`src/rtl/fib_req_sched.sv`:
```
// Round-robin request scheduler in front of a FIB lookup engine.
// Per-port outstanding counters throttle each port to max_out lookups in flight;
// a single holding register presents one request at a time to the FIB.
module fib_req_sched #(
  parameter int unsigned width   = 64,
  parameter int unsigned inputs  = 4,
  parameter int unsigned max_out = 2
) (
  input  logic                    clk,
  input  logic                    reset,
  input  logic [inputs-1:0]       c_srdy,
  output logic [inputs-1:0]       c_drdy,
  input  logic [inputs*width-1:0] c_data,
  output logic                    p_srdy,
  input  logic                    p_drdy,
  output logic [width-1:0]        p_data,
  output logic [2:0]              p_port,
  input  logic [inputs-1:0]       r_done,
  output logic                    err_underflow
);

  localparam int unsigned PW = (inputs > 1) ? $clog2(inputs) : 1;

  typedef enum logic {StEmpty, StFull} state_e;

  state_e                 state_q, state_d;
  logic [width-1:0]       data_q, data_d;
  logic [2:0]             port_q, port_d;
  logic [PW-1:0]          last_q, last_d;
  logic [inputs-1:0][2:0] cnt_q, cnt_d;
  logic                   err_q, err_d;

  logic [inputs-1:0]      eligible;
  logic [inputs-1:0]      grant;
  logic                   gnt_ok, gnt_any, gnt;
  logic [PW-1:0]          gnt_idx;

  // A port may be served only while it has lookup credit left.
  always_comb begin
    eligible = '0;
    for (int k = 0; k < inputs; k++) begin
      eligible[k] = c_srdy[k] && (cnt_q[k] < 3'(max_out));
    end
  end

  // Round-robin pick starting one past the last granted port; never looks at c_data.
  always_comb begin
    int unsigned   cand;
    logic [PW-1:0] cand_idx;
    cand     = 0;
    cand_idx = '0;
    gnt_any  = 1'b0;
    gnt_idx  = '0;
    grant    = '0;
    gnt_ok   = !reset && ((state_q == StEmpty) || p_drdy);
    for (int unsigned i = 1; i <= inputs; i++) begin
      cand     = (32'(last_q) + i) % inputs;
      cand_idx = PW'(cand);
      if (!gnt_any && eligible[cand_idx]) begin
        gnt_any = 1'b1;
        gnt_idx = cand_idx;
      end
    end
    gnt = gnt_ok && gnt_any;
    if (gnt) begin
      grant[gnt_idx] = 1'b1;
    end
  end

  // Output-stage, arbitration pointer and credit-counter next state.
  always_comb begin
    state_d = state_q;
    data_d  = data_q;
    port_d  = port_q;
    last_d  = last_q;
    cnt_d   = cnt_q;
    err_d   = err_q;
    if (gnt) begin
      state_d = StFull;
      data_d  = c_data[32'(gnt_idx) * width +: width];
      port_d  = 3'(gnt_idx);
      last_d  = gnt_idx;
    end else if ((state_q == StFull) && p_drdy) begin
      state_d = StEmpty;
    end
    for (int k = 0; k < inputs; k++) begin
      // Simultaneous grant and completion cancel out.
      if (grant[k] && !r_done[k]) begin
        cnt_d[k] = cnt_q[k] + 3'd1;
      end else if (!grant[k] && r_done[k]) begin
        if (cnt_q[k] == 3'd0) begin
          err_d = 1'b1;
        end else begin
          cnt_d[k] = cnt_q[k] - 3'd1;
        end
      end
    end
  end

  // All state, including registered outputs; reset clears everything in flight.
  always_ff @(posedge clk or posedge reset) begin
    if (reset) begin
      state_q <= StEmpty;
      data_q  <= '0;
      port_q  <= '0;
      last_q  <= PW'(inputs - 1);
      cnt_q   <= '0;
      err_q   <= 1'b0;
    end else begin
      state_q <= state_d;
      data_q  <= data_d;
      port_q  <= port_d;
      last_q  <= last_d;
      cnt_q   <= cnt_d;
      err_q   <= err_d;
    end
  end

  assign c_drdy        = grant;
  assign p_srdy        = (state_q == StFull);
  assign p_data        = data_q;
  assign p_port        = port_q;
  assign err_underflow = err_q;

endmodule

```
`config.mk`:
```
export PLATFORM = sky130hd
export DESIGN_NAME = fib_req_sched
export DESIGN_NICKNAME = d
export VERILOG_FILES = /design/src/rtl/fib_req_sched.sv
export SDC_FILE = /design/constraint.sdc
export NUM_CORES = 1
export LEC_CHECK = 0
export CORE_AREA = 2 2 133 135
export CTS_BUF_LIST = sky130_fd_sc_hd__clkbuf_4 sky130_fd_sc_hd__clkbuf_8 sky130_fd_sc_hd__clkbuf_16
export CTS_CLUSTER_SIZE = 40
export DETAILED_ROUTE_END_ITERATION = 8
export DIE_AREA = 0 0 135 137
export HOLD_SLACK_MARGIN = 0.15
export PLACE_DENSITY = 0.73
export REMOVE_ABC_BUFFERS = 1
export SYNTH_ARGS = -nofsm -noshare
export SYNTH_HDL_FRONTEND = slang
export SYNTH_SLANG_ARGS = --single-unit
```
`constraint.sdc`:
```
create_clock -name clk -period 9.27 [get_ports clk]
set_input_delay 1.854 -clock clk [delete_from_list [all_inputs] [get_ports clk]]
set_output_delay 1.854 -clock clk [all_outputs]
set_load 0.01 [all_outputs]
```
==> results.cfg, run 1 <==
[run_status]
status = finished clean

[critical_path]
path_cells = clkdlybuf4s50_1, nor3b_1, o211a_1, nor2_1, nand3_1, inv_1, clkdlybuf4s50_1
r2r_slack_ps = 5520
r2r_cells = 11
cp-end-kind = output port
crit_type = in2out
r2r_start = cnt_q[11]
required_ps = 7420
regToRegEndpoint = cnt_q[5]
crit_start = c_srdy[0]
crit_top_cell = clkdlybuf4s50_1
cp.arrival_ps = 4850
path_max_fanout = 33
cpMaxStageDelayCell = o211a_1
critPathCapture = c_drdy[2]
crit_path_start_kind = input port
cpPeakStageDelay_ps = 930

[global_routing]
grt-ovfl-total = 0
grt_max_degree = 83
grt_pass1_vias = 6325
antenna_found_initial = 0
grt_pass1_wl_mm = 34.5
grt_use_total = 0.241

[clocking]
postCtsSetupRepairBufs = 0
cts_buffers = 9
cts_tree = yes
root_buffer = clkbuf_16
insertion_delay_ps = 340
h-tree-depth = 3
cts.path.max_buffers = 2
clkTransAtPathRegs_ps = 60
clkSinkCount = 82
postCtsResizedCells = 0
ctsHoldBuffers = 0

[die]
die_h_um = 137
die_w_um = 135
start_util = 0.320
design.portCount = 340
dieArea_sq_um = 18500
row_count = 48
coreArea_sq_um = 17100

[synth]
synthArstFlopShare = 1.00
ys_top_cells_by_count = 101 x nand3_1, 80 x dfrtp_1, 46 x nor2_1, 41 x clkbuf_1, 39 x a21oi_1
netlist.area_leader.share = 0.367
yosys-top-cells-area = dfrtp_1 37%, nand3_1 9.3%, a221o_1 5.9%
synth_flop_cell = dfrtp_1
synth_edf_count = 0
synth_area_sq_um = 5450
synth_seq_cells = 82
post-synth-top-count-cell = nand3_1
yosys_warnings = 0
synth.yosys.seq_area_share = 0.377
yosys.area.top_type = dfrtp_1
synth.distinct_cells = 44
netlist_instances = 634
syn_area_per_cell_sq_um = 8.60

[pwr]
p_total_w = 0.00290
power-per-cell-area_nw_per_um2 = 312
p_comb_frac = 0.625
pwr-share-clk = 0.140
seqPwrFrac = 0.235
ir_drop_mv = 0.179
p_sw_w = 0.00128
leakagePower_nw = 3.65
p_int_w = 0.00162
power_switching_share = 0.442

[job]
maxCapViolCount = 0

[routing]
vias = 6510
via_per_inst = 5.65
dr.pass1.iters = 5
wl_per_cell_um = 20.0
drtIter0Drc = 384
wl_mm = 23.0
ant_nets = 0
drc_errors = 0

[sta]
min_period_over_period = 0.723
fin_crit_ps = 6700
slew_headroom = 0.278
tns_ps = 0
slew_violations = 0
clock_skew_ps = 7.69
worstMarginPinSlew_ps = 1080
setup_viol = 0
max_freq_mhz = 149
rsz0062_at_grt = false
hold_viol = 0

[finish]
final_nets = 1201
n_antenna_cell = 0
layout-drive-gt1-share = 0.0464
area_growth_pct = 70.2

[placed_design]
io_buffer_count = 338
place_hpwl_mm = 16.6
place.gp.congestion = 0.863

[min_path]
min_path_type = reg2reg
## through the flow
step | hold WS, ps | util | setup slack [ps] | instances | instance area (sq um)
floorplan | 500 | - | 313 | 561 | 5120
global placement | 463 | 0.524 | 2650 | 1136 | 8940
detailed placement | 464 | 0.524 | 2530 | 1136 | 8940
CTS | 496 | 0.544 | 2520 | 1152 | 9280
global route | 515 | 0.544 | 2320 | 1152 | 9280
finish | 482 | 0.544 | 2570 | 1152 | 9280
## layout by cell type (no fill, tap or decap), types with 2 or more instances in the layout
cell / instances
a31oi_1: 33
o211ai_1: 2
or3b_2: 2
clkbuf_8: 3
inv_1: 13
or3b_1: 2
a221oi_1: 32
a21oi_1: 39
a21o_1: 5
nand3_1: 101
buf_4: 12
clkinv_2: 2
nor3b_1: 3
o21ai_0: 37
nor4_1: 2
bufinv_16: 2
o31ai_1: 4
dfstp_2: 2
a221o_1: 32
ha_1: 8
fa_1: 4
clkdlybuf4s50_1: 338
nand2_1: 7
clkbuf_16: 9
and3_1: 32
o22a_1: 36
dfrtp_1: 80
xor2_1: 4
nor2_1: 46
nor3_1: 15
## power groups by stage
| stage | sequential [W] | clock, W | combinational [W] |
|---|---|---|---|
| after detailed placement | 0.000685 | 0 | 0.00181 |
| after global placement | 0.000677 | 0 | 0.00178 |
| final | 0.000682 | 0.000405 | 0.00181 |
| after floorplan | 0.000736 | 0 | 0.000933 |
| after CTS | 0.000681 | 0.000417 | 0.00181 |
| after global routing | 0.000707 | 0.000430 | 0.00196 |
## final cells by class
type                    count  area (sq um)
fillers                  1562          7780
repair buffers            350          3470
multi-input cells         465          3080
flip-flops and latches     82          2050
well taps                 225           282
clock buffers              12           267
clock inverters             4          72.6
inverters                  14          53.8
## how the worst min path moves through the flow
stage,startpoint,end,slack [ps],cells after the start
global route,p_data[8],p_data[8],520,1
finish,p_port[1],p_port[1],480,2
floorplan,last_q[0],last_q[0],500,2
global placement,p_port[1],p_port[1],460,2
detailed placement,p_port[1],p_port[1],460,2
CTS,p_port[1],p_port[1],500,2
## state kept, by name, indices dropped and copies added, names as in the netlist
register       cells
cnt_q             12
err_underflow      1
last_q             2
p_data            64
p_port             2
p_srdy             1
## critical path: cells and delay by family
family                 cells  cell delay, ps
buffers and inverters      3            1030
and+or+nand+nor            3            1040
AOI/OAI and AO/OA          1             930
## cell families (layout without fill, tap and decap cells)
kind of cell | after synthesis | count (layout) | share of synthesized area
buffers and inverters | 87 | 380 | 0.0698
XOR/XNOR | 4 | 4 | 0.00642
AO/OA/AOI/OAI | 231 | 231 | 0.309
AND/OR/NAND/NOR | 217 | 217 | 0.205
other | 1 | 1 | 0.000688
flip-flops | 82 | 82 | 0.377
adder cells (fa/ha/maj) | 12 | 12 | 0.0330
## metal layers
layer | global-route usage | wire length [um] | up-vias
met5 | 0 | 0 | -
li1 | - | - | 3022
met3 | 0.0611 | 2290 | 51
met2 | 0.407 | 10700 | 368
met1 | 0.296 | 9270 | 3069
met4 | 0.0943 | 731 | 0
Power figures use the tool's default switching activity.
==> inputs of run 2 (changes only) <==
--- a/config.mk
+++ b/config.mk
@@ -5,13 +5,13 @@
 export SDC_FILE = /design/constraint.sdc
 export NUM_CORES = 1
 export LEC_CHECK = 0
-export CORE_AREA = 2 2 133 135
+export CORE_AREA = 2 2 130 132
 export CTS_BUF_LIST = sky130_fd_sc_hd__clkbuf_4 sky130_fd_sc_hd__clkbuf_8 sky130_fd_sc_hd__clkbuf_16
 export CTS_CLUSTER_SIZE = 40
 export DETAILED_ROUTE_END_ITERATION = 8
-export DIE_AREA = 0 0 135 137
+export DIE_AREA = 0 0 132 134
 export HOLD_SLACK_MARGIN = 0.15
-export PLACE_DENSITY = 0.73
+export PLACE_DENSITY = 0.79
 export REMOVE_ABC_BUFFERS = 1
 export SYNTH_ARGS = -nofsm -noshare
 export SYNTH_HDL_FRONTEND = slang
==> constraint.sdc (replaced) <==
create_clock -name clk -period 5.9 [get_ports clk]
set_input_delay 1.18 -clock clk [delete_from_list [all_inputs] [get_ports clk]]
set_output_delay 1.18 -clock clk [all_outputs]
set_load 0.01 [all_outputs]
==> run 2 against run 1 <==
Wire length fell by 0.30%. Core utilization rose by 2.5 points. Hold slack got worse by 3.1 ps.
==> results.cfg, run 2 (synthesis gave the netlist of run 1 again) <==
[run_status]
status = finished clean

[sta]
slew_violations = 0
worstMarginPinSlew_ps = 820
min_period_over_period = 0.832
rsz0062_at_grt = false
slew_headroom = 0.452
clock_skew_ps = 7.40
max_freq_mhz = 204
setup_viol = 0
fin_crit_ps = 4910
hold_viol = 0
worst_slack_ps = 990

[finish]
layout_common_cells = 338 x clkdlybuf4s50_1, 101 x nand3_1, 80 x dfrtp_1
final_nets = 1203
layout_commonest_cell = clkdlybuf4s50_1
fin_area_sq_um = 9280
area_growth_pct = 70.1
largest_reg_flops = 64
layout-drive-gt1-share = 0.0484

[global_routing]
antenna_found_initial = 1
grt_pass1_wl_mm = 35.3
grt_use_total = 0.252
grt_pass1_vias = 6416
grt-ovfl-total = 0
grt_max_degree = 66

[critical_path]
r2r_slack_ps = 2440
crit_type = in2out
path_max_fanout = 5
path_cells = clkdlybuf4s50_1, nor3b_1, o211ai_1, a32oi_4, nand3_1, inv_1, clkdlybuf4s50_1
required_ps = 4720
crit_family = buffers and inverters
crit_top_cell = clkdlybuf4s50_1
cp.arrival_ps = 3730
cp-end-kind = output port
crit_path_start_kind = input port
cpPeakStageDelay_ps = 680
cpMaxStageDelayCell = nor3b_1
critical_path_buf_inv_count = 3

[die]
row_count = 47
die_h_um = 134
start_util = 0.335
die_w_um = 132
design.portCount = 340
dieArea_sq_um = 17700
coreArea_sq_um = 16300

[clocking]
ctsHoldBuffers = 0
cts_tree = yes
root_buffer = clkbuf_16
cts.path.max_buffers = 2
cts_buffers = 9
insertion_delay_ps = 340
postCtsResizedCells = 0
clkSinkCount = 82
h-tree-depth = 3
clkTransAtPathRegs_ps = 70
postCtsSetupRepairBufs = 0

[routing]
wl_mm = 22.9
dr.pass1.iters = 5
drtIter0Drc = 371
via_per_inst = 5.66
wl_per_cell_um = 20.0
vias = 6513
ant_nets = 0
drc_errors = 0

[job]
maxCapViolCount = 0

[min_path]
min_path_type = reg2reg

[pwr]
power-per-cell-area_nw_per_um2 = 490
ir_drop_mv = 0.533
leakagePower_nw = 3.65
p_total_w = 0.00455

[placed_design]
place.gp.congestion = 0.844
io_buffer_count = 338
pre_cts_ws_ps = 1050
place_hpwl_mm = 15.9
placed_area_sq_um = 8950
## run 2: cell types whose count changed in the layout (fill, tap and decap cells not counted), sizes merged
cell,before,now
clkbuf,12,10
buf,12,14
inv,13,15
diode,0,1
## run 2: per-layer routing
layer / up-vias / share of wire / track usage
met5: - / 0 / 0
met4: 0 / 0.038 / 0.113
met3: 53 / 0.093 / 0.0661
met2: 351 / 0.47 / 0.421
met1: 3069 / 0.39 / 0.305
li1: 3040 / - / -
## run 2: worst register-to-register path, cell delays in order, from the launching register on
cell      delay, ps
dfrtp_1         460
nor3b_1         700
o211ai_1        300
a32oi_4         290
nand3_1         160
inv_1           120
ha_1            280
inv_1           110
fa_1            440
xor2_1          180
o21ai_0         190
o31ai_1         100
## run 2: cell type report
| cell class | instances | area (sq um) |
|---|---|---|
| inverter | 14 | 55.1 |
| multi-input combinational | 465 | 3080 |
| clock inverter | 6 | 90.1 |
| fill | 1488 | 7010 |
| clock buffer | 10 | 233 |
| sequential | 82 | 2050 |
| timing repair buffer | 352 | 3490 |
| antenna | 1 | 2.50 |
| tap | 220 | 275 |
## run 2: where the power goes
part           switching [W]  internal [W]  total (W)  leakage, nW
logic                0.00156       0.00128    0.00285         2.56
clock network       0.000249      0.000378   0.000627        0.156
registers           0.000218      0.000857    0.00108        0.935
total                0.00203       0.00252    0.00455         3.65
## run 2: worst paths after layout
path,start,endpoint,cells past startpoint
hold / removal,p_port[1],p_port[1],2
max in group asynchronous,reset,p_data[56],3
hold reg to reg,p_port[1],p_port[1],2
min in group asynchronous,reset,p_data[46],2
setup / recovery,c_srdy[0],c_drdy[0],7
setup reg to reg,cnt_q[1],cnt_q[2],11
## run 2: per-stage QoR
step | TNS [ps] | utilization | cells | hold slack (ps)
final | 0 | 0.569 | 1150 | 479
after global routing | 0 | 0.569 | 1150 | 523
after CTS | 0 | 0.569 | 1149 | 485
after detailed placement | 0 | 0.549 | 1133 | 470
after global placement | 0 | 0.549 | 1133 | 461
after floorplan | -44970 | - | 561 | 500
